File: src/rtl/simplex8_pkg.sv
// Shared definitions for the simplex8 fetch path: address width and type.
package simplex8_pkg;

  localparam int unsigned ADDR_W = 8;

  typedef logic [ADDR_W-1:0] addr_t;

endpackage

File: src/rtl/return_stack.sv
// LIFO of return addresses. Overflowing pushes and underflowing pops are dropped
// so stored entries are never corrupted; the caller flags the error.
module return_stack
  import simplex8_pkg::*;
#(
  parameter int unsigned STACK_DEPTH = 4,
  localparam int unsigned CntW = $clog2(STACK_DEPTH + 1),
  localparam int unsigned IdxW = $clog2(STACK_DEPTH)
) (
  input  logic            clk_i,
  input  logic            rst_ni,
  input  logic            push_i,
  input  logic            pop_i,
  input  addr_t           push_data_i,
  output addr_t           top_o,
  output logic [CntW-1:0] count_o
);

  addr_t           mem_q [STACK_DEPTH];
  logic [CntW-1:0] count_q, count_d;
  logic [CntW-1:0] top_idx;
  logic [IdxW-1:0] wr_idx;
  logic            full, empty;
  logic            do_push, do_pop;

  assign full    = (count_q == CntW'(STACK_DEPTH));
  assign empty   = (count_q == '0);
  assign do_push = push_i && !full;
  assign do_pop  = pop_i && !empty;
  assign top_idx = count_q - CntW'(1);
  assign wr_idx  = count_q[IdxW-1:0];

  always_comb begin
    count_d = count_q;
    if (do_push) begin
      count_d = count_q + CntW'(1);
    end else if (do_pop) begin
      count_d = count_q - CntW'(1);
    end
  end

  always_ff @(posedge clk_i) begin
    if (!rst_ni) begin
      count_q <= '0;
    end else begin
      count_q <= count_d;
    end
  end

  // Entry contents are not reset; a zero count makes them unreachable.
  always_ff @(posedge clk_i) begin
    if (do_push) begin
      mem_q[wr_idx] <= push_data_i;
    end
  end

  assign top_o   = empty ? '0 : mem_q[top_idx[IdxW-1:0]];
  assign count_o = count_q;

endmodule

File: src/rtl/program_counter.sv
// Fetch-address register with fixed-priority next-PC selection
// (return > call > jump > increment) and a bounded return stack.
module program_counter
  import simplex8_pkg::*;
#(
  parameter logic [ADDR_W-1:0] RESET_VECTOR = 8'h00,
  parameter int unsigned       STACK_DEPTH  = 4
) (
  input  logic              CLK,
  input  logic              RST_N,
  input  logic              EN,
  input  logic              DOJUMP,
  input  logic [ADDR_W-1:0] JUMP_ADDR,
  input  logic              CALL,
  input  logic              RET,
  output logic [ADDR_W-1:0] PC,
  output logic              STACK_EMPTY,
  output logic              STACK_FULL,
  output logic              STACK_ERR
);

  localparam int unsigned CntW = $clog2(STACK_DEPTH + 1);

  addr_t           pc_q, pc_d, pc_inc;
  logic            err_q, err_d;
  logic            push, pop;
  addr_t           stk_top;
  logic [CntW-1:0] stk_count;

  assign pc_inc      = pc_q + addr_t'(1);
  assign STACK_EMPTY = (stk_count == '0);
  assign STACK_FULL  = (stk_count == CntW'(STACK_DEPTH));

  always_comb begin
    pc_d  = pc_q;
    err_d = err_q;
    push  = 1'b0;
    pop   = 1'b0;
    if (EN) begin
      if (RET) begin
        // Underflow falls through to a plain increment.
        if (!STACK_EMPTY) begin
          pc_d = stk_top;
          pop  = 1'b1;
        end else begin
          pc_d  = pc_inc;
          err_d = 1'b1;
        end
      end else if (CALL) begin
        pc_d = addr_t'(JUMP_ADDR);
        if (!STACK_FULL) begin
          push = 1'b1;
        end else begin
          err_d = 1'b1;
        end
      end else if (DOJUMP) begin
        pc_d = addr_t'(JUMP_ADDR);
      end else begin
        pc_d = pc_inc;
      end
    end
  end

  always_ff @(posedge CLK) begin
    if (!RST_N) begin
      pc_q  <= addr_t'(RESET_VECTOR);
      err_q <= 1'b0;
    end else begin
      pc_q  <= pc_d;
      err_q <= err_d;
    end
  end

  return_stack #(
    .STACK_DEPTH(STACK_DEPTH)
  ) u_return_stack (
    .clk_i      (CLK),
    .rst_ni     (RST_N),
    .push_i     (push),
    .pop_i      (pop),
    .push_data_i(pc_inc),
    .top_o      (stk_top),
    .count_o    (stk_count)
  );

  assign PC        = pc_q;
  assign STACK_ERR = err_q;

endmodule

File: config.mk
export PLATFORM = sky130hd
export DESIGN_NAME = program_counter
export DESIGN_NICKNAME = d
export VERILOG_FILES = /design/src/rtl/simplex8_pkg.sv /design/src/rtl/return_stack.sv /design/src/rtl/program_counter.sv
export SDC_FILE = /design/constraint.sdc
export NUM_CORES = 1
export LEC_CHECK = 0
export CORE_ASPECT_RATIO = 0.7
export CORE_UTILIZATION = 35
export DETAILED_ROUTE_END_ITERATION = 12
export PLACE_DENSITY_LB_ADDON = 0.25
export SLEW_MARGIN = 0
export SYNTH_ARGS = -nofsm -noshare
export SYNTH_HDL_FRONTEND = slang
export SYNTH_SLANG_ARGS = --single-unit
export TNS_END_PERCENT = 100
File: constraint.sdc
create_clock -name CLK -period 4.9 [get_ports CLK]
set_input_delay 1.225 -clock CLK [delete_from_list [all_inputs] [get_ports CLK]]
set_output_delay 1.225 -clock CLK [all_outputs]
set_load 0.005 [all_outputs]
==> summary.md <==
| Metric | Value |
|---|---|
| H-tree depth | 2 |
| Root Driver | clkbuf_8 |
| CP arrival | 2180 ps |
| RSZ-0062 raised after global routing | false |
| Endpoint type of the worst setup path | primary output |
| Cts-stage hold buffer count | 0 |
| Clock share of power | 0.333 |
| Peak VDD IR | 256 µV |
| Clk pin slew, worst setup/hold paths | 90 ps |
| Final WL | 4.76 mm |
| Crit-path max cell delay | 720 ps |
| Synth warn | 0 |
| Antenna violations before repair | 0 |
| Global-route wire length before repair | 7.54 mm |
| Crit path max-delay cell type | dfxtp_1 |
| Vias in the first global route | 1385 |
| Leakage | 0.894 nW |
| Library cells used by synthesis | 40 |
| WL per Instance | 17.9 µm |
| Async S/R FF share, synth | 0 |
| Largest net degree at the start of global routing | 16 |
| Via count | 1430 |
| CTS Buf Count | 5 |
| Core area | 5760 µm² |
| Die width | 94.6 µm |
| # rows | 23 |
| Final Core Density | 0.439 |
| Fmax | 294 MHz |
| Vias/cell | 5.38 |
| Syn nets | 183 |
| DR iter-0 viols | 94 |
| I/O pins | 25 |
| Worst-path fanout max | 13 |
| Clock Latency Late Sink | 300 ps |
| Setup ws final | 1500 ps |
| Count of max-cap constraint violations | 0 |
| Status | finished clean |
| Main synth FF type | edfxtp_1 |
| Number of synthesized flops with an enable pin | 32 |
| Synth Register Bits | 44 |
| Setup TNS | 0 ps |
| Mapped Area | 2100 µm² |
| Post-synth top area share | 0.457 |
| Sw frac | 0.252 |
| RePlAce Congestion | 0.788 |
| GRT Total Usage | 0.170 |
| Hpwl dp | 3.47 mm |
| Number of buffers added on ports | 24 |
| CTS tree | built |
| Synth area leaders | edfxtp_1, dfxtp_1, mux4_1 |
| Max Clock Skew | 6.47 ps |
| Crit start category | flop |
| Post_cts resized | 0 |
| HP Class | flop to flop |
| Hold Vio Cnt, Final | 0 |
| Worst slew margin | 0.548 |
| Post-synthesis cell count | 163 |
| Sequential share of power | 0.508 |
| Cell internal pwr | 0.639 mW |
| Die span in y | 66.8 µm |
| Comb pwr share | 0.160 |
| Worst slew pin tran | 675 ps |
| Final setup vio count | 0 |
| Antenna viol nets, final | 0 |
| Seq/Total Area, Yosys | 0.571 |
| Die area | 6320 µm² |
| Mapped Avg Cell Area | 12.9 µm² |
| Antenna diodes | 0 |
| Fin crit share | 0.695 |
| Crit Path Class | flop to primary output |
| NumNets Final | 210 |
| P&R area growth vs syn | 20.2% |
| Most used cell, CP | inv_1 |
| Most common cell in the netlist | edfxtp_1 |
| Initial Util | 0.365 |
| Commonest cells in the netlist | edfxtp_1, o21ai_0, dfxtp_1, inv_1, a21oi_1 |
| Req. time, crit path | 3670 ps |
| Place WS | 1790 ps |
| Layout cell share with drive strength beyond 1 | 0.0942 |
| Synth area leader | edfxtp_1 |
| First-pass DRT Iterations | 4 |
| Clk sinks | 44 |
| Min cycle time layout | 3400 ps |
| NetSw | 0.216 mW |
| Post-CTS setup buffer count | 0 |
| CP Cell Sequence | inv_1, ha_1, nand2_1, inv_1, clkdlybuf4s50_1 |
| Slew Limit Fails | 0 |
| Clock Tree Buf Depth | 2 |
| Pwr Density | 338 nW/µm² |
| Post-route DRC | 0 |
| Grt ovf | 0 |
## critical path: cells and delay by family, from the launching register on
family	cells	cell delay [ps]
buffers and inverters	3	700
adders and majority gates	1	320
and+or+nand+nor	1	140
DFF	1	720
## placed cells by master (no fill, tap or decap), types with 2 or more instances in the layout
cell type,synthesis,final
mux4_1,5,5
a221oi_1,3,3
o21a_1,2,2
dfxtp_1,12,12
edfxtp_1,32,32
and3_1,3,3
a31oi_1,4,4
ha_1,6,6
a211oi_1,2,2
a2bb2oi_1,2,2
a21o_1,2,2
clkbuf_8,0,5
nor3_1,2,2
or3_1,2,2
xor2_1,3,3
nand3_1,6,6
mux2i_1,2,2
mux4_2,3,3
or2_2,3,3
a21oi_1,8,8
nand2_1,6,6
nor3b_1,3,3
inv_1,12,12
nor2_1,5,5
clkdlybuf4s50_1,0,24
nand3b_1,3,3
o21ai_0,16,16
## power groups by stage
stage	sequential [mW]	combinational (mW)	clock (mW)
floorplan	0.436	0.0857	0
global placement	0.442	0.135	0
detailed placement	0.443	0.137	0
CTS	0.434	0.137	0.293
global route	0.437	0.149	0.310
finish	0.434	0.136	0.284
## state kept, by name, indices dropped and copies added, names as in the netlist
register	count
STACK_ERR	1
PC	8
u_return_stack.count_o	3
u_return_stack.mem_q	32
## final timing paths
check,startpoint,endpoint,slack (ps),cells past startpoint
worst max-delay path,u_return_stack.count_o[0],STACK_FULL,1500,5
worst min-delay path,STACK_ERR,STACK_ERR,490,2
worst max register to register,u_return_stack.count_o[0],PC[7],2500,5
worst min register to register,STACK_ERR,STACK_ERR,490,2
## final cells by class
class	instances	area, µm²
clock buffers	5	68.8
clock inverters	3	46.3
fillers	547	3230
inverters	12	45.0
multi-input cells	103	831
flip-flops and latches	44	1200
well taps	75	93.8
repair buffers	24	240
## metal layers
layer,global-route usage,share of wire
met2,0.237,0.41
met3,0.0582,0.065
met5,0,0
met1,0.249,0.52
met4,0.0417,0.0092
## cell families after synthesis
family	count (synthesis)	synth area share
xor+xnor	3	0.0125
mux	11	0.110
simple gates	41	0.114
buf+inv	16	0.0333
compound gates	42	0.123
fa+ha+maj	6	0.0357
flops	44	0.571
## metrics by stage
step	power, mW	instance area (µm²)	instances	hold WS [ps]
6_report	0.855	2530	266	489
4_1_cts	0.864	2530	266	494
3_5_place_dp	0.579	2410	258	471
3_3_place_gp	0.576	2410	258	495
2_1_floorplan	0.521	2100	163	461
5_1_grt	0.896	2530	266	555
Note: power is estimated with default switching activity, not from simulation.
